<file path="src/rtl/riscv_pkg.sv">
// rtl/riscv_pkg.sv - shared fetch-stage types and constants
package riscv_pkg;

  localparam int XLEN   = 32;
  localparam int ADDR_W = 32;

  localparam logic [XLEN-1:0] NOP_INSTR = 32'h0000_0013;

  typedef enum logic {
    FETCH = 1'b0,
    DRAIN = 1'b1
  } fetch_state_e;

  typedef struct packed {
    logic [ADDR_W-1:0] pc;
    logic [XLEN-1:0]   instr;
  } if_entry_t;

endpackage

</file>
<file path="src/rtl/fetch_fifo.sv">
// rtl/fetch_fifo.sv - prefetch FIFO of {pc, instr} entries with flush
module fetch_fifo #(
  parameter int DEPTH = 2,
  parameter int CW    = $clog2(DEPTH + 1)
) (
  input  logic                  clk,
  input  logic                  reset,
  input  logic                  flush,
  input  logic                  push,
  input  riscv_pkg::if_entry_t  push_data,
  input  logic                  pop,
  output riscv_pkg::if_entry_t  head,
  output logic                  empty,
  output logic [CW-1:0]         count
);
  import riscv_pkg::*;

  localparam int PW = (DEPTH > 1) ? $clog2(DEPTH) : 1;

  if_entry_t       mem [DEPTH];
  logic [PW-1:0]   rd_ptr;
  logic [PW-1:0]   wr_ptr;

  function automatic logic [PW-1:0] bump(input logic [PW-1:0] p);
    return (p == PW'(DEPTH - 1)) ? '0 : p + PW'(1);
  endfunction

  assign empty = (count == '0);
  assign head  = mem[rd_ptr];

  // Entry storage; a push into a full FIFO is only legal alongside a pop, so
  // the slot being written is never the one still being presented.
  always_ff @(posedge clk) begin
    if (push) begin
      mem[wr_ptr] <= push_data;
    end
  end

  // Pointers and occupancy; flush and reset both empty the queue.
  always_ff @(posedge clk) begin
    if (!reset || flush) begin
      rd_ptr <= '0;
      wr_ptr <= '0;
      count  <= '0;
    end else begin
      if (push) wr_ptr <= bump(wr_ptr);
      if (pop)  rd_ptr <= bump(rd_ptr);
      case ({push, pop})
        2'b10:   count <= count + CW'(1);
        2'b01:   count <= count - CW'(1);
        default: count <= count;
      endcase
    end
  end

endmodule

</file>
<file path="src/rtl/instr_fetch_unit.sv">
// rtl/instr_fetch_unit.sv - PC owner, credit-limited fetch, redirect drain
module instr_fetch_unit #(
  parameter int                ADDR_W     = 32,
  parameter logic [ADDR_W-1:0] RESET_PC   = '0,
  parameter int                FIFO_DEPTH = 2
) (
  input  logic              clk,
  input  logic              reset,
  output logic              imem_req_valid,
  input  logic              imem_req_ready,
  output logic [ADDR_W-1:0] imem_req_addr,
  input  logic              imem_rsp_valid,
  input  logic [31:0]       imem_rsp_data,
  input  logic              redirect_valid,
  input  logic [ADDR_W-1:0] redirect_pc,
  output logic              if_valid,
  input  logic              if_ready,
  output logic [ADDR_W-1:0] if_pc,
  output logic [31:0]       instruction
);
  import riscv_pkg::*;

  localparam int CW = $clog2(FIFO_DEPTH + 1);

  fetch_state_e      state;
  logic [ADDR_W-1:0] fetch_pc;
  logic [ADDR_W-1:0] rsp_pc;
  logic [ADDR_W-1:0] last_pc;
  logic [ADDR_W-1:0] redirect_target;
  logic [CW-1:0]     outstanding;
  logic [CW-1:0]     discard;
  logic [CW-1:0]     count;
  logic [CW:0]       credit_used;
  logic [CW:0]       outstanding_sum;
  logic [CW-1:0]     outstanding_nxt;
  logic              fifo_empty;
  logic              req_fire;
  logic              pop;
  logic              push;
  if_entry_t         head;
  if_entry_t         push_entry;
  logic              unused_low_bits;

  assign unused_low_bits = ^redirect_pc[1:0];
  assign redirect_target = {redirect_pc[ADDR_W-1:2], 2'b00};

  // Every issued request owns a FIFO slot until it is popped, so the FIFO can
  // never overflow; a slot freed by this cycle's pop may be reused at once.
  assign pop             = if_valid && if_ready;
  assign credit_used     = {1'b0, outstanding} + {1'b0, count} - {{CW{1'b0}}, pop};
  assign imem_req_valid  = reset && (state == FETCH) && (credit_used < (CW+1)'(FIFO_DEPTH));
  assign imem_req_addr   = fetch_pc;
  assign req_fire        = imem_req_valid && imem_req_ready;

  assign outstanding_sum = {1'b0, outstanding} + {{CW{1'b0}}, req_fire}
                         - {{CW{1'b0}}, imem_rsp_valid};
  assign outstanding_nxt = outstanding_sum[CW-1:0];

  // Responses are kept only when nothing stale is still in flight and no
  // redirect is squashing the stream this cycle.
  assign push       = imem_rsp_valid && !redirect_valid && (discard == '0);
  assign push_entry = '{pc: rsp_pc, instr: imem_rsp_data};

  assign if_valid    = reset && !fifo_empty;
  assign if_pc       = !reset ? RESET_PC  : (fifo_empty ? last_pc   : head.pc);
  assign instruction = !reset ? NOP_INSTR : (fifo_empty ? NOP_INSTR : head.instr);

  fetch_fifo #(
    .DEPTH (FIFO_DEPTH),
    .CW    (CW)
  ) u_fifo (
    .clk       (clk),
    .reset     (reset),
    .flush     (redirect_valid),
    .push      (push),
    .push_data (push_entry),
    .pop       (pop),
    .head      (head),
    .empty     (fifo_empty),
    .count     (count)
  );

  // PC, response PC, in-flight/discard counters and the FETCH/DRAIN FSM.
  always_ff @(posedge clk) begin
    if (!reset) begin
      state       <= FETCH;
      fetch_pc    <= RESET_PC;
      rsp_pc      <= RESET_PC;
      last_pc     <= RESET_PC;
      outstanding <= '0;
      discard     <= '0;
    end else begin
      outstanding <= outstanding_nxt;
      if (pop) last_pc <= head.pc;
      if (redirect_valid) begin
        // Everything still in flight after this edge belongs to the old path.
        fetch_pc <= redirect_target;
        rsp_pc   <= redirect_target;
        discard  <= outstanding_nxt;
        state    <= (outstanding_nxt != '0) ? DRAIN : FETCH;
      end else begin
        if (req_fire) fetch_pc <= fetch_pc + ADDR_W'(4);
        if (push)     rsp_pc   <= rsp_pc + ADDR_W'(4);
        if (imem_rsp_valid && (discard != '0)) begin
          discard <= discard - CW'(1);
          if (discard == CW'(1)) state <= FETCH;
        end
      end
    end
  end

  // Counter sanity: no response without a request in flight, credits bounded.
  always_ff @(posedge clk) begin
    if (reset) begin
      assert (!(imem_rsp_valid && (outstanding == '0)));
      assert (({1'b0, outstanding} + {1'b0, count}) <= (CW+1)'(FIFO_DEPTH));
      assert (discard <= outstanding);
    end
  end

endmodule

</file>
<file path="config.mk">
export PLATFORM = sky130hd
export DESIGN_NAME = instr_fetch_unit
export DESIGN_NICKNAME = d
export VERILOG_FILES = /design/src/rtl/riscv_pkg.sv /design/src/rtl/fetch_fifo.sv /design/src/rtl/instr_fetch_unit.sv
export SDC_FILE = /design/constraint.sdc
export NUM_CORES = 1
export LEC_CHECK = 0
export CAP_MARGIN = 10
export CORE_ASPECT_RATIO = 0.5
export CORE_MARGIN = 4
export CORE_UTILIZATION = 40
export CTS_CLUSTER_SIZE = 16
export DETAILED_ROUTE_END_ITERATION = 8
export PLACE_DENSITY = 0.72
export SYNTH_ARGS = -nofsm -noshare
export SYNTH_HDL_FRONTEND = slang
export SYNTH_SLANG_ARGS = --single-unit
</file>
<file path="constraint.sdc">
create_clock -name clk -period 6.4 [get_ports clk]
set_input_delay 0.96 -clock clk [delete_from_list [all_inputs] [get_ports clk]]
set_output_delay 0.96 -clock clk [all_outputs]
set_load 0.1 [all_outputs]
</file>
# After elaboration in Yosys (flattened, before gate mapping)
# Memory sizes are Yosys's and may differ from the RTL's. A register that Yosys moved wholly into a read port is not among the register bits.
# Index checks and enable logic that the tools add are counted.
# Widths: inputs -> output; s select.
[totals]
regBits = 105
mem_count = 1
ram_bits = 128
out_inout_bits = 98
input_bits = 70
elab_cells = 73
[memory_table]
columns = ["memory", "depth", "word_bits", "read_ports", "rd_ports_with_merged_regs", "write_ports", "line_no", "text"]
rows = [
  ["u_fifo.mem", 2, 64, 1, 1, 1, "fetch_fifo.sv:20", "if_entry_t mem [DEPTH];"],
]
[op_classes]
add_sub_neg = 11
n_bitwise = 2
n_reduce_logical = 23
n_mux = 21
eq_ne = 3
order_cmp = 1
[op_table]
columns = ["op", "count"]
rows = [
  ["$mux 32", 8],
  ["$add 32x3->32 const B", 2],
  ["$reduce_bool 2->1", 7],
  ["$mux 1", 10],
  ["$logic_and 1x1->1", 8],
  ["$eq 2x1->1 const B", 2],
  ["$logic_not 2->1", 2],
  ["$mux 2", 2],
  ["$pmux 2 s2", 1],
  ["$sub 2x1->2 const B", 2],
  ["$add 2x2->3", 1],
  ["$logic_not 1->1", 3],
  ["$lt 3x2->1 const B", 1],
  ["$sub 3x1->3", 1],
  ["$add 1x1->1 const B", 2],
  ["$add 2x1->2", 1],
  ["$add 2x1->2 const B", 1],
  ["$eq 2x2->1 const B", 1],
  ["$not 1->1", 2],
  ["$reduce_and 2->1", 1],
  ["$reduce_or 2->1", 1],
  ["$sub 2x1->2", 1],
  ["$logic_or 1x1->1", 1],
]

# Depth between registers and ports, before layout
# Gate-level depths: netlist (run 1).
[logic_depth]
word_depth = 13
mapped_depth = 20
ltp_nobuf = 18

# Modules after synthesis
# A second synthesis (run 1) with hierarchy kept.
[unflattened]
cells_unflattened = 886
area_unflattened_um2 = 10137.2
[modules_own_cells]
columns = ["mod", "cells_each", "instances", "area_per_inst_um2"]
rows = [
  ["instr_fetch_unit", 665, 1, 5320.1],
  ["fetch_fifo", 221, 1, 4817.1],
]

# Worst setup path before layout (run 1)
# No wires, ideal clock.
[synth_timing]
path_kind = "input -> output"
start = "input port reset"
end = "output port imem_req_valid"
arrival_ns = 5.344
slack_ns = 0.096
required_time_ns = 5.440
path_buffers = 1
path_stages = 10
path_cell_list = "nand2_1 inv_1 nand2_1 clkbuf_1 inv_1 ha_1 nand2b_1 fa_1 xnor2_1 nor3_1"
[synth_via]
elab_chain_cells = 5
word_cells_on_any_way = 6
classes_between = "1 x add/sub; 1 x order compare; 4 x reduce/logical"
[synth_lines]
columns = ["item", "line_no", "text"]
rows = [
  ["start, declared", "instr_fetch_unit.sv:8", "input logic reset,"],
  ["$logic_and 1x1->1", "instr_fetch_unit.sv:64", "assign if_valid = reset && !fifo_empty;"],
  ["named net if_valid", "instr_fetch_unit.sv:16", "output logic if_valid,"],
  ["$logic_and 1x1->1", "instr_fetch_unit.sv:49", "assign pop = if_valid && if_ready;"],
  ["named net pop", "instr_fetch_unit.sv:38", "logic pop;"],
  ["$sub 3x1->3", "instr_fetch_unit.sv:50", "assign credit_used = {1'b0, outstanding} + {1'b0, count} - {{CW{1'b0}}, pop};"],
  ["$lt 3x2->1", "instr_fetch_unit.sv:51", "assign imem_req_valid = reset && (state == FETCH) && (credit_used < (CW+1)'(FIFO_DEPTH));"],
  ["$logic_and 1x1->1", "instr_fetch_unit.sv:51", ""],
  ["end, declared", "instr_fetch_unit.sv:9", "output logic imem_req_valid,"],
]
# The timed path passes the listed nets, and every way through them passes these cells.

# Worst setup path in the final report (run 1)
[layout_timing]
start = "register u_fifo.count[0]"
end = "output port imem_req_valid"
[layout_via]
elab_chain_cells = 7
word_cells_on_any_way = 8
classes_between = "2 x add/sub; 1 x order compare; 5 x reduce/logical"
[layout_lines]
columns = ["item", "line_no", "text"]
rows = [
  ["start, declared", "fetch_fifo.sv:14", "output logic [CW-1:0] count"],
  ["start signal, assigned", "fetch_fifo.sv:49", "2'b10: count <= count + CW'(1);"],
  ["start signal, assigned", "fetch_fifo.sv:50", "2'b01: count <= count - CW'(1);"],
  ["start signal, assigned", "fetch_fifo.sv:51", "default: count <= count;"],
  ["$logic_not 2->1", "fetch_fifo.sv:28", "assign empty = (count == '0);"],
  ["$logic_not 1->1", "instr_fetch_unit.sv:64", ""],
  ["$logic_and 1x1->1", "instr_fetch_unit.sv:64", ""],
  ["$logic_and 1x1->1", "instr_fetch_unit.sv:49", ""],
  ["named net pop", "instr_fetch_unit.sv:38", ""],
  ["$sub 3x1->3", "instr_fetch_unit.sv:50", ""],
  ["$lt 3x2->1", "instr_fetch_unit.sv:51", ""],
  ["$logic_and 1x1->1", "instr_fetch_unit.sv:51", ""],
]
# The timed path passes the listed nets, and every way through them passes these cells.

==> run summary, run 1 <==
status: complete, no violations
final clock skew: 0.0290 ns
Synth Flop Type: edfxtp_1
grt ovf: 0
Setup crit start kind: flop
DP Wirelength: 15.6 mm
Inserted Clock Buffers: 22
via density per instance: 5.25
VDD IR-drop max: 197 uV
Setup WS pre-CTS: 0.904 ns
via count: 6,876
setup bufs post-CTS: 0
Remaining DRCs: 0
Routed Antenna Nets: 0
Slew Viols, Final: 0
mapped cell area: 0.00963 mm^2
Reg clk slew, reported paths: 0.07 ns
Worst slew margin: 22.0%
clk root buf: clkbuf_16
sw power: 1.04 mW
xor/xnor cell area share of the yosys netlist: 5.09%
clock group share of total power: 35.2%
share of synthesized registers carrying an async set or reset: 0%
combinational power share: 17.2%
port buffer count: 161
Sequential Power Share: 47.6%
Filler cells: 2,022
final period utilization: 83.8%
Pint: 2.48 mW
Setup CP Type: reg -> out
CP required: 5.44 ns
die height: 118 um
clock tree buffer depth: 3
Static Leak: 4.28 nW
WL final: 22.9 mm
vias in the first global route: 6,609
largest net degree at the start of global routing: 105
Cells after Synth: 840
Highest Clock Rate: 187 MHz
gr usage total: 16.5%
RSZ-0062 raised after global routing: no
post-synthesis mux area share: 6.65%
post-synthesis adder-cell area fraction: 1.38%
Area growth syn-to-layout: 26.6%
Fin. Hold Viols: 0
placed cell count: 1,268
Setup Total Neg Slack: 0 ns
num rows: 39
final worst slack: 1.04 ns
Layout Cells excl Fill: 1,309
crit path max fanout: 62
critical path endpoint category: output pin
Seq/Total Area, Yosys: 59.4%
Die Wd: 227 um
worst hold-check path type: reg -> reg
switch share: 29.5%
hold_buf cts: 0
gpl congestion: 0.822
fin util: 52.5%
htree depth: 1
global-route wire length before repair: 36.2 mm
Avg Cell Area, Syn: 11.5 um^2
layout cells sized above 1: 5.89%
initial DRC count: 461
first drt pass iteration count: 5
synth cell count leaders: edfxtp_1 (124), dfxtp_1 (100), nand2_1 (78)
CTS tree: done
minimum clock period: 5.36 ns
post-synthesis simple-gate area fraction: 13.6%
CORE AREA: 0.0232 mm^2
layout net count: 1,065
cell taking the most area after synthesis: edfxtp_1
Tightest Pin Transition: 1.17 ns
initial antenna violation count: 1
EDFF count, synth: 124
PwrDens: 288 mW/mm^2
routed len/inst: 17.5 um
Die ar.: 0.0268 mm^2
Netlist cell types: 48
Sink Count: 224
Initial Util: 41.5%
Compound-Gate Fraction of Synth Area: 11.0%
Arr. time, crit path: 4.40 ns
Yosys warning total: 0
main combinational cell family by area after synthesis: simple AND/OR/NAND/NOR gates
Hold WS: 0.474 ns
Ports: 168
cts repair resizes: 0
Yosys top cell area share: 38.6%
Max Cap Viol: 0
most frequent cell after synthesis: edfxtp_1
Synth area leaders: edfxtp_1 (39%), dfxtp_1 (21%), mux2i_1 (6.6%)
clock latency on the worst-skew pair: 0.52 ns
Synth Register Bits: 224
# setup viols final: 0
[power by group through the flow]
stage                     clock network, mW  logic [mW]  registers [mW]
after global placement                    0       0.595            1.70
after global routing                   1.34       0.643            1.68
final                                  1.24       0.605            1.67
after CTS                              1.27       0.609            1.67
after detailed placement                  0       0.605            1.70
after floorplan                           0       0.340            1.79
[per-layer routing]
metal / wire length (um) / GRT usage [%] / vias up
li1: - / - / 3365
met2: 10600 / 26.5 / 156
met5: 0 / 0 / -
met4: 416 / 3.63 / 0
met3: 1120 / 2.92 / 31
met1: 10800 / 23.6 / 3324
[layout by cell type (no fill, tap or decap), types with 5 or more instances in the layout]
cell / instances
nand4_1: 17
a211oi_1: 6
xor2_1: 29
nor4_1: 7
inv_1: 14
mux2i_1: 64
nand2_1: 78
o211a_1: 30
clkbuf_16: 22
or3_1: 7
clkbuf_1: 5
nor2_1: 40
nand3_1: 46
o21ai_0: 75
a31oi_1: 9
buf_4: 8
edfxtp_1: 124
clkdlybuf4s50_1: 159
and4_1: 14
and2_1: 7
xnor2_1: 27
ha_1: 9
dfxtp_1: 99
a21oi_1: 47
[through the flow]
step                      cell area (um^2)  power [mW]
after floorplan                       9650        2.13
after global placement               11500        2.29
after detailed placement             11500        2.31
after CTS                            12200        3.55
after global routing                 12200        3.67
final                                12200        3.52
[final timing paths]
path,startpoint,endpoint,slack [ns],cells past startpoint
setup reg to reg,u_fifo.count[0],discard[1],1.29,20
setup / recovery,u_fifo.count[0],imem_req_valid,1.04,13
hold reg to reg,last_pc[16],last_pc[16],0.47,2
hold / removal,last_pc[16],last_pc[16],0.47,2
[area by class of cell]
type / count / area (um^2) / share of cell area [%]
Clock inverter: 13 / 119 / 0.974
Timing Repair Buffer: 169 / 1680 / 13.7
Inverter: 15 / 56.3 / 0.462
Clock buffer: 27 / 569 / 4.67
Tap cell: 307 / 384 / 3.15
Multi-Input combinational cell: 553 / 3660 / 30.0
Antenna cell: 1 / 2.50 / 0.0205
Sequential cell: 224 / 5730 / 47.0
[worst max-delay path, stage by stage, from the launching register on]
cell and delay [ns]:
dfxtp_1 0.35, or2_2 0.33, nand2_1 0.08, buf_4 0.30, inv_1 0.15, nand2_1 0.15
buf_4 0.49, inv_1 0.18, ha_1 0.31, nand2b_1 0.15, fa_1 0.41, xnor2_1 0.21
nor3_1 0.48, buf_12 0.24
[state kept, by name, indices dropped and copies added, names as in the netlist, named ones only]
name           cells
last_pc           30
u_fifo.rd_ptr      1
u_fifo.wr_ptr      1
discard            2
imem_req_addr     30
outstanding        2
state              1
u_fifo.count       2
u_fifo.mem       124
rsp_pc            30
[logic make-up after synthesis]
group / Yosys count
flip-flops: 224
adder cells (fa/ha/maj): 10
AO/OA/AOI/OAI: 173
XOR/XNOR: 56
buffers and inverters: 66
multiplexers: 64
other: 1
AND/OR/NAND/NOR: 246
Note: power is estimated with default switching activity, not from simulation.
==> inputs of run 2 (changes only) <==
--- a/config.mk
+++ b/config.mk
@@ -11,7 +11,7 @@
 export CORE_UTILIZATION = 40
 export CTS_CLUSTER_SIZE = 16
 export DETAILED_ROUTE_END_ITERATION = 8
-export PLACE_DENSITY = 0.72
+export PLACE_DENSITY = 0.75
 export SYNTH_ARGS = -nofsm -noshare
 export SYNTH_HDL_FRONTEND = slang
 export SYNTH_SLANG_ARGS = --single-unit
==> constraint.sdc (replaced) <==
create_clock -name clk -period 4.9 [get_ports clk]
set_input_delay 0.735 -clock clk [delete_from_list [all_inputs] [get_ports clk]]
set_output_delay 0.735 -clock clk [all_outputs]
set_load 0.1 [all_outputs]
==> run summary, run 2 (synthesis gave the netlist of run 1 again) <==
layout net count: 1,065
port buffer count: 161
setup bufs post-CTS: 0
Filler cells: 1,981
PwrDens: 385 mW/mm^2
Max Cap Viol: 0
initial DRC count: 477
Setup CP Type: reg -> reg
Tightest Pin Transition: 1.12 ns
die height: 118 um
CP required: 5.30 ns
via count: 6,910
# setup viols final: 0
Ports: 168
gr usage total: 16.6%
Post-DP Area: 0.0114 mm^2
global-route wire length before repair: 36.4 mm
vias in the first global route: 6,775
largest net degree at the start of global routing: 92
Inserted Clock Buffers: 21
gpl congestion: 0.864
hold_buf cts: 0
total area of sequential cells: 0.00573 mm^2
M1 WL: 10.6 mm
commonest non-fill, non-tap cells in the layout: edfxtp_1 (124), dfxtp_1 (99), clkdlybuf4s50_1 (96)
status: complete, no violations
htree depth: 1
CORE AREA: 0.0232 mm^2
final clock skew: 0.0103 ns
clock tree buffer depth: 3
worst hold-check path type: reg -> reg
CTS tree: done
Initial Util: 41.5%
via density per instance: 5.28
Reg clk slew, reported paths: 0.07 ns
reg2reg setup slack: 0.76 ns
met3 wire len: 1.20 mm
Reg-to-Reg Start: u_fifo.count[0]
DP Wirelength: 15.7 mm
Worst slew margin: 25.0%
max reg flops: 124
Static Leak: 4.43 nW
cts repair resizes: 0
hold_sp: last_pc[9]
initial antenna violation count: 1
Die ar.: 0.0268 mm^2
Routed Antenna Nets: 0
Arr. time, crit path: 4.53 ns
critical path endpoint category: flop
Top reg by flops: u_fifo.mem
Sink Count: 224
Area growth syn-to-layout: 25.4%
first drt pass iteration count: 5
clock latency on the worst-skew pair: 0.50 ns
num rows: 39
top routing layer in use: met4
crit path max fanout: 6
layout cells sized above 1: 12.5%
Die Wd: 227 um
final instance area: 0.0121 mm^2
commonest non-fill, non-tap cell in the layout: edfxtp_1
Highest Clock Rate: 242 MHz
grt ovf: 0
multi-input logic area: 0.00367 mm^2
Slew Viols, Final: 0
final period utilization: 84.4%
Setup Total Neg Slack: 0 ns
RSZ-0062 raised after global routing: no
met2 WL: 10.7 mm
Setup crit start: u_fifo.count[0]
WL final: 23.0 mm
minimum clock period: 4.14 ns
VDD IR-drop max: 285 uV
clk root buf: clkbuf_16
routed len/inst: 17.6 um
Setup crit start kind: flop
Fin. Hold Viols: 0
Remaining DRCs: 0
[run 2: changes by cell type in the layout (fill, tap and decap cells not counted), moves of 2 or more]
| cell | before | now |
|---|---|---|
| buf_4 | 8 | 72 |
| clkdlybuf4s50_1 | 159 | 96 |
| clkinv_4 | 2 | 0 |
| clkinv_2 | 3 | 5 |
| clkbuf_1 | 5 | 3 |
| inv_6 | 0 | 2 |
[run 2: routing by layer]
layer	up-vias	GRT usage [%]
met5	-	0
met4	0	3.93
met3	32	2.77
met2	183	27.3
met1	3326	23.1
li1	3369	-
[run 2: cell type report]
type | count | area share (%)
multi-input cells | 553 | 30.4
well taps | 307 | 3.18
clock buffers | 26 | 4.86
flip-flops and latches | 224 | 47.4
diodes | 1 | 0.0207
clock inverters | 12 | 1.00
repair buffers | 170 | 12.6
inverters | 15 | 0.466
[run 2: path summary, 6_finish.rpt]
path,to,cells past startpoint
max reg2reg,discard[1],18
min,last_pc[9],2
max,discard[1],18
min reg2reg,last_pc[9],2
[run 2: metrics by stage]
step / utilization (%) / setup slack (ns) / power, mW / hold slack (ns) / instances
5_1_grt: 52.0 / 0.558 / 4.83 / 0.499 / 1308
6_report: 52.0 / 0.764 / 4.65 / 0.473 / 1308
3_5_place_dp: 48.9 / 0.560 / 3.02 / 0.462 / 1269
2_1_floorplan: - / 0.280 / 2.79 / 0.445 / 843
4_1_cts: 52.0 / 0.784 / 4.69 / 0.477 / 1307
3_3_place_gp: 48.9 / 0.619 / 3.00 / 0.454 / 1269
[run 2: where the power goes]
part / switching, mW / total [mW] / internal [mW]
clock: 0.700 / 1.67 / 0.965
combinational: 0.556 / 0.791 / 0.235
sequential: 0.0848 / 2.19 / 2.10
[run 2: worst max-delay path, cell delays in order, from the launching register on]
cell	delay [ns]
dfxtp_1	0.35
or2_2	0.31
nand2_1	0.11
inv_1	0.12
nand2_1	0.17
inv_1	0.12
ha_1	0.28
nand2b_1	0.15
fa_1	0.52
nand4b_1	0.17
nor2_1	0.40
inv_1	0.15
ha_1	0.30
inv_1	0.04
ha_1	0.18
xnor2_1	0.13
xnor2_1	0.23
o21ai_0	0.11
and2_1	0.19
==> inputs of run 3 (changes only) <==
--- a/config.mk
+++ b/config.mk
@@ -11,7 +11,7 @@
 export CORE_UTILIZATION = 40
 export CTS_CLUSTER_SIZE = 16
 export DETAILED_ROUTE_END_ITERATION = 8
-export PLACE_DENSITY = 0.75
+export PLACE_DENSITY = 0.72
 export SYNTH_ARGS = -nofsm -noshare
 export SYNTH_HDL_FRONTEND = slang
 export SYNTH_SLANG_ARGS = --single-unit
==> constraint.sdc (replaced) <==
create_clock -name clk -period 4.2 [get_ports clk]
set_input_delay 0.63 -clock clk [delete_from_list [all_inputs] [get_ports clk]]
set_output_delay 0.63 -clock clk [all_outputs]
set_load 0.1 [all_outputs]
==> run summary, run 3 (synthesis gave the netlist of run 1 again) <==
placed cell count: 1,272
die height: 118 um
cts repair resizes: 0
critical path endpoint category: flop
Area growth syn-to-layout: 26.1%
WL final: 23.5 mm
DP Wirelength: 16.1 mm
Setup CP Type: reg -> reg
gr usage total: 17.1%
RSZ-0062 raised after global routing: no
global routing's busiest layer: met2
multi-input logic area: 0.00373 mm^2
final instance area: 0.0122 mm^2
Reg clk slew, reported paths: 0.06 ns
Die Wd: 227 um
clk root buf: clkbuf_16
port buffer count: 161
crit path max fanout: 5
Setup crit start kind: flop
Slew Viols, Final: 0
PwrDens: 440 mW/mm^2
# setup viols final: 0
Tightest Pin Transition: 1.01 ns
Ports: 168
htree depth: 1
Layout Cells excl Fill: 1,312
Fin. Hold Viols: 0
final clock skew: 0.0243 ns
Inserted Clock Buffers: 22
first drt pass iteration count: 5
Static Leak: 4.45 nW
VDD IR-drop max: 307 uV
total power: 5.35 mW
met1 GRT Util: 24.4%
num rows: 39
max reg flops: 124
Filler cells: 1,987
final period utilization: 86.1%
Max Cap Viol: 0
hold_buf cts: 0
Arr. time, crit path: 4.01 ns
clock tree buffer depth: 3
Routed Antenna Nets: 0
met3 usage: 3.16%
crit-path cells: or2_4 > nand2_4 > clkinvlp_4 > nand2_4 > inv_2 > ha_4 > nand2b_4 > fa_1 > nand4b_1 > nor2_2 > inv_1 > ha_1 > inv_1 > ha_2 > xnor2_2 > xnor2_1 > o21ai_1 > and2_1
status: complete, no violations
layout net count: 1,069
global-route wire length before repair: 37.3 mm
Die ar.: 0.0268 mm^2
CORE AREA: 0.0232 mm^2
routed len/inst: 17.9 um
Top reg by flops: u_fifo.mem
Worst slew margin: 32.6%
CP required: 4.59 ns
total area of sequential cells: 0.00573 mm^2
Post-DP Area: 0.0115 mm^2
clock latency on the worst-skew pair: 0.51 ns
setup bufs post-CTS: 0
via density per instance: 5.34
Remaining DRCs: 0
Highest Clock Rate: 276 MHz
worst hold-check path type: reg -> reg
antenna diode count: 0
gpl congestion: 0.891
slowest CP cell: fa_1
CTS tree: done
Initial Util: 41.5%
met2 usage: 26.5%
CP peak stage delay: 0.55 ns
vias in the first global route: 6,730
commonest non-fill, non-tap cell in the layout: edfxtp_1
commonest non-fill, non-tap cells in the layout: edfxtp_1 (124), dfxtp_1 (97), clkdlybuf4s50_1 (96)
Hold WS: 0.475 ns
minimum clock period: 3.62 ns
fin util: 52.3%
largest net degree at the start of global routing: 104
Sink Count: 224
via count: 7,003
layout cells sized above 1: 13.8%
grt ovf: 0
initial antenna violation count: 0
initial DRC count: 472
==> run 3: cell types whose count changed in the layout (fill, tap and decap cells not counted), sizes merged <==
cell | before | now
diode | 1 | 0
clkbuf | 26 | 31
clkinvlp | 2 | 3
inv | 17 | 15
buf | 74 | 77
bufinv | 2 | 0
==> run 3: routing by layer <==
metal  part of all wire, %  vias to the layer above  routed length (um)
li1                      -                     3386                   -
met1                    47                     3387               11000
met2                    45                      179               10700
met3                   5.1                       51                1190
met4                   3.0                        0                 706
met5                     0                        -                   0
==> run 3: final timing paths <==
kind,end,from,slack [ns],depth (start not counted)
hold / removal,last_pc[14],last_pc[14],0.48,2
setup / recovery,discard[1],u_fifo.count[1],0.58,18
hold reg to reg,last_pc[14],last_pc[14],0.48,2
setup reg to reg,discard[1],u_fifo.count[1],0.58,18
==> run 3: power by group <==
group | total [mW] | switching (mW) | internal [mW]
clock network | 1.84 | 0.816 | 1.02
registers | 2.56 | 0.101 | 2.46
logic | 0.957 | 0.665 | 0.292
total | 5.35 | 1.58 | 3.77
==> run 3: critical path, delay by kind of cell (launching register included) <==
family,cells,cell delay (ns)
simple gates,7,1.11
buf+inv,4,0.33
flops,1,0.33
fa+ha+maj,4,1.20
compound gates,1,0.11
xor+xnor,2,0.42
==> run 3: stage by stage <==
stage / setup TNS (ns) / setup slack (ns)
floorplan: -31.18 / -0.251
global route: 0 / 0.377
detailed placement: 0 / 0.258
CTS: 0 / 0.587
finish: 0 / 0.582
global placement: 0 / 0.349
==> run 3: area by class of cell <==
type | instances | area share (%)
flip-flops and latches | 224 | 47.2
multi-input cells | 553 | 30.7
clock inverters | 9 | 0.525
repair buffers | 173 | 13.0
clock buffers | 31 | 5.00
well taps | 307 | 3.16
inverters | 15 | 0.494
==> RTL edit 1 (config.mk and constraints of run 1) <==
Make the reset (`reset`) asynchronous in one clocked block.
--- a/src/rtl/instr_fetch_unit.sv
+++ b/src/rtl/instr_fetch_unit.sv
@@ -82,5 +82,5 @@
 
   // PC, response PC, in-flight/discard counters and the FETCH/DRAIN FSM.
-  always_ff @(posedge clk) begin
+  always_ff @(posedge clk or negedge reset) begin
     if (!reset) begin
       state       <= FETCH;
Behaviour: differs if reset is asserted again (counterexample within 4 cycles, from zero or initial values and one cycle with reset low); with reset held inactive, the same outputs for 4 cycles.
==> RTL edit 1 against run 1 <==
  * Final cell count grew 5.7%
  * Final area grew 6.6%
  * Fmax grew 14%
  * Core utilization shrank 1.3 points
  * Sequential cell count is the same
  * Die area grew 7.5%
  * Synthesized area grew 7.9%
  * Critical path depth is the same
  * Routed wire length grew 14%
  * Largest cell class unchanged
  * Register-to-register slack gained 540 ps
  * Worst setup slack gained 640 ps
Power is not compared: it rests on default switching activity, and its combinational part moved more than twofold at a synthesized area within 25%.
==> RTL edit 1: results (changes against run 1) <==
stage;metric;value;unit;change
timing;fraction of the cycle the final worst path needs;73.69;%;-10 points
min_path;Hold Crit Start;last_pc[4];;
synthesis;Compound-Gate Fraction of Synth Area;10.09;%;-0.91 points
grt;met3 Use GR;3.438;%;+0.52 points
synthesis;ranking of synthesized cells by area;edfxtp_1 36%, dfrtp_1 23%, mux2i_1 6.4%, nand2_1 3.6%, o211a_1 2.9%;;
power;Static Leak;4.847;nW;
clocking;clk slew on worst S/H paths;60;ps;
place;Place WS;1438;ps;+533.3 ps
place;DP HPWL;17.73;mm;+14%
grt;Overall Global Routing Usage;17.57;%;+1.0 points
clocking;H-tree depth;1;;unchanged
routing;top layer in use;met4;;
final_layout;Layout Utilization;51.19;%;-1.3 points
setup_path;critical path data arrival time;3760;ps;-640 ps
routing;Initial DRT Pass Iterations;6;;+1
routing;met3 routed WL;1.401;mm;+25%
grt;global-route wire length before repair;40.88;mm;+13%
synthesis;FFs w/ async S/R, synth;42.41;%;+42 points
run_status;status;finished clean;;
final_layout;Non-Filler Instances;1384;;+5.7%
timing;skew final;25.66;ps;-3.323 ps
synthesis;Seq/Total Area, Yosys;59.65;%;+0.22 points
grt;vias in the first global route;7527;;+14%
grt;initial antenna violation count;0;;-1
timing;worst hold margin;481.2;ps;+7.147 ps
grt;met1 global-route usage;23.14;%;-0.43 points
routing;DRT met1 WL;11.34;mm;+5.1%
final_layout;diode count;0;;-1
routing;Total Wirelength;26.08;mm;+14%
routing;Initial DRC Count;637;;+38%
final_layout;fill count;2188;;+8.2%
synthesis;synth cell count leaders;124 x edfxtp_1, 101 x nand2_1, 95 x dfrtp_1;;
place;Area after DPL;12320;um^2;+7.1%
setup_path;Reg2Reg Setup Slack;1830;ps;+540 ps
timing;slew margin rel.;22.61;%;+0.58 points
min_path;hold endpoint;last_pc[4];;
synthesis;post-synthesis instance total;879;;+4.6%
synthesis;Unique masters post-synth;55;;+15%
setup_path;Worst R2R End;imem_req_addr[29];;
final_layout;fraction of layout cells with a size suffix above 1;7.212;%;+1.3 points
synthesis;adder-cell share of the synthesized area;1.276;%;-0.10 points
place;dpl cells;1344;;+6.0%
routing;DR WL met2;12.63;mm;+19%
synthesis;post-synthesis mux area share;7.980;%;+1.3 points
setup_path;Reg2Reg Depth;14;;-30%
grt;largest net degree at the start of global routing;67;;-36%
grt;GR Util met2;29.79;%;+3.3 points
routing;DR vias;7631;;+11%
synthesis;post-synthesis xor/xnor area fraction;2.191;%;-2.9 points
## RTL edit 1: power groups by stage
stage | Combinational [mW] | Clock (mW) | Sequential [mW]
3_3_place_gp | 1.22 | 0 | 1.89
3_5_place_dp | 1.25 | 0 | 1.91
2_1_floorplan | 0.791 | 0 | 2.00
6_report | 1.24 | 1.22 | 1.88
4_1_cts | 1.25 | 1.25 | 1.88
5_1_grt | 1.32 | 1.32 | 1.90
## RTL edit 1: area by class of cell
cell class / count / area share [%]
multi-input combinational: 588 / 30.25
clock buffer: 30 / 4.784
timing repair buffer: 171 / 12.99
tap: 344 / 3.311
inverter: 17 / 0.4909
sequential: 224 / 47.73
clock inverter: 10 / 0.4332
## RTL edit 1: critical path, stage by stage, from the launching register on
cell and delay (ps):
dfxtp_1 340, inv_1 140, nand2_2 170, nand2_1 110, buf_4 310, inv_1 190
nand2_2 160, inv_1 110, ha_1 270, nand2b_1 150, fa_1 430, xnor2_1 510
nor3_2 130, buf_12 190
==> RTL edit 2 (settings of run 1) <==
Without the edit above. The parameter `FIFO_DEPTH` goes from 2 to 8.
--- a/src/rtl/instr_fetch_unit.sv
+++ b/src/rtl/instr_fetch_unit.sv
@@ -3,5 +3,5 @@
   parameter int                ADDR_W     = 32,
   parameter logic [ADDR_W-1:0] RESET_PC   = '0,
-  parameter int                FIFO_DEPTH = 2
+  parameter int                FIFO_DEPTH = 8
 ) (
   input  logic              clk,
Behaviour: not the same (a bounded check fails within 4 cycles, from zero or initial values and one cycle with reset low).
==> RTL edit 2 against run 1 <==
  * Fmax is 10% higher
  * Power increased to 2.5 times the old value
  * Synthesized area rose to 2.6 times the old value
  * Routed wire length up 150%
  * Critical endpoint unchanged
  * Clock power grew to 2.7 times the old value
  * Sequential power grew to 2.7 times the old value
  * Sequential cell count increased by 384
  * Critical path depth fell by 3
  * Final area increased by 140%
  * Hold slack better by 1.1 ps
  * First-iteration DRC count rose to 2.8 times the old value
  * Register-to-register slack improved by 940 ps
  * Largest power group unchanged
  * Largest cell class unchanged
  * Critical path type is now input pin to output port
  * Worst setup slack improved by 510 ps
==> RTL edit 2: results (changes against run 1) <==
stage;metric;value;unit;change
grt;global-route wire length before repair;85.75;mm;+140%
setup_path;Reg2Reg Setup Slack;2230;ps;+940 ps
routing;DR WL/cell;21.68;um;+24%
final_layout;Layout Utilization;47.70;%;-4.8 points
final_layout;nets;1812;;+70%
power;Logic power comb;1.00;mW;+65%
clocking;Clock Latency Late Sink;590;ps;+70 ps
timing;Max Freq;206.0;MHz;+10%
synthesis;Seq/Total Area, Yosys;68.03;%;+8.6 points
power;VDD IR-drop max;0.0002207;V;+12%
final_layout;fraction of area in multi-input gates;25.62;%;-4.4 points
setup_path;CP Launch Point;if_ready;;
power;total power;8.826;mW;+150%
place;dpl cells;2488;;+96%
clocking;cts bufs inserted;54;;+150%
place;Place WS;1567;ps;+663.1 ps
final_layout;buffering overhead;5.990;%;-7.8 points
place;DP HPWL;33.81;mm;+120%
routing;Initial DRC Count;1284;;+180%
timing;slew margin rel.;24.91;%;+2.9 points
setup_path;Worst R2R End;u_fifo.count[3];;
setup_path;Largest delay share family, worst path;compound AO/OA/AOI/OAI gates;;
final_layout;fill count;5107;;+150%
grt;GR Util met2;29.52;%;+3.0 points
power;Static Leak;9.094;nW;+110%
grt;met1 global-route usage;21.24;%;-2.3 points
setup_path;critical path data arrival time;3890;ps;-510 ps
final_layout;max reg flops;496;;+300%
run_status;status;finished clean;;
routing;DR vias/cell;5.468;;+4.1%
final_layout;Multi-input gate area;7546;um^2;+110%
setup_path;crit-path max FO;9;;-85%
setup_path;CP max stage delay;590;ps;+100 ps
routing;DRT met1 WL;23.27;mm;+120%
synthesis;synth cell count leaders;496 x edfxtp_1, 124 x mux4_2, 119 x nor2_1;;
timing;skew final;17.76;ps;-11.22 ps
grt;Overall Global Routing Usage;16.58;%;+0.037 points
setup_path;CP max stage cell;clkdlybuf4s50_1;;
final_layout;Seq/total area;58.22;%;+11 points
routing;Total Wirelength;56.18;mm;+150%
synthesis;ranking of synthesized cells by area;edfxtp_1 59%, mux4_2 11%, dfxtp_1 8.9%, mux2i_1 2.5%, nor2_1 1.8%;;
final_layout;Buffers excl. clock;188;;+11%
final_layout;comb_multi_in;829;;+50%
final_layout;clock network area share;6.168;%;+0.53 points
grt;met3 Use GR;3.079;%;+0.16 points
-- RTL edit 2: cell count changes after synthesis, moves of 13 or more --
cell      delta
nor2_1      +77
a211oi_1    +47
inv_1       +22
a21o_1      +15
o21ai_0     -13
xor2_1      -23
clkbuf_1    +18
nor3_1      +32
buf_2       +14
nand2_1     -28
edfxtp_1   +372
mux4_2     +124
o211a_1     -26
-- RTL edit 2: how the worst min path moves through the flow --
stage / startpoint / to / slack (ps)
after global routing: last_pc[31] / last_pc[31] / 500
after global placement: last_pc[24] / last_pc[24] / 450
after detailed placement: last_pc[31] / last_pc[31] / 460
final: last_pc[29] / last_pc[29] / 480
after CTS: last_pc[31] / last_pc[31] / 480
after floorplan: last_pc[10] / last_pc[10] / 440
-- RTL edit 2: cells by family after synthesis --
family,synth area share (%)
DFF,68.03
adders and majority gates,1.202
other,0.01489
and+or+nand+nor,6.825
buffers and inverters,2.334
AOI/OAI and AO/OA,6.889
xor gates and xnor gates,1.078
muxes,13.63
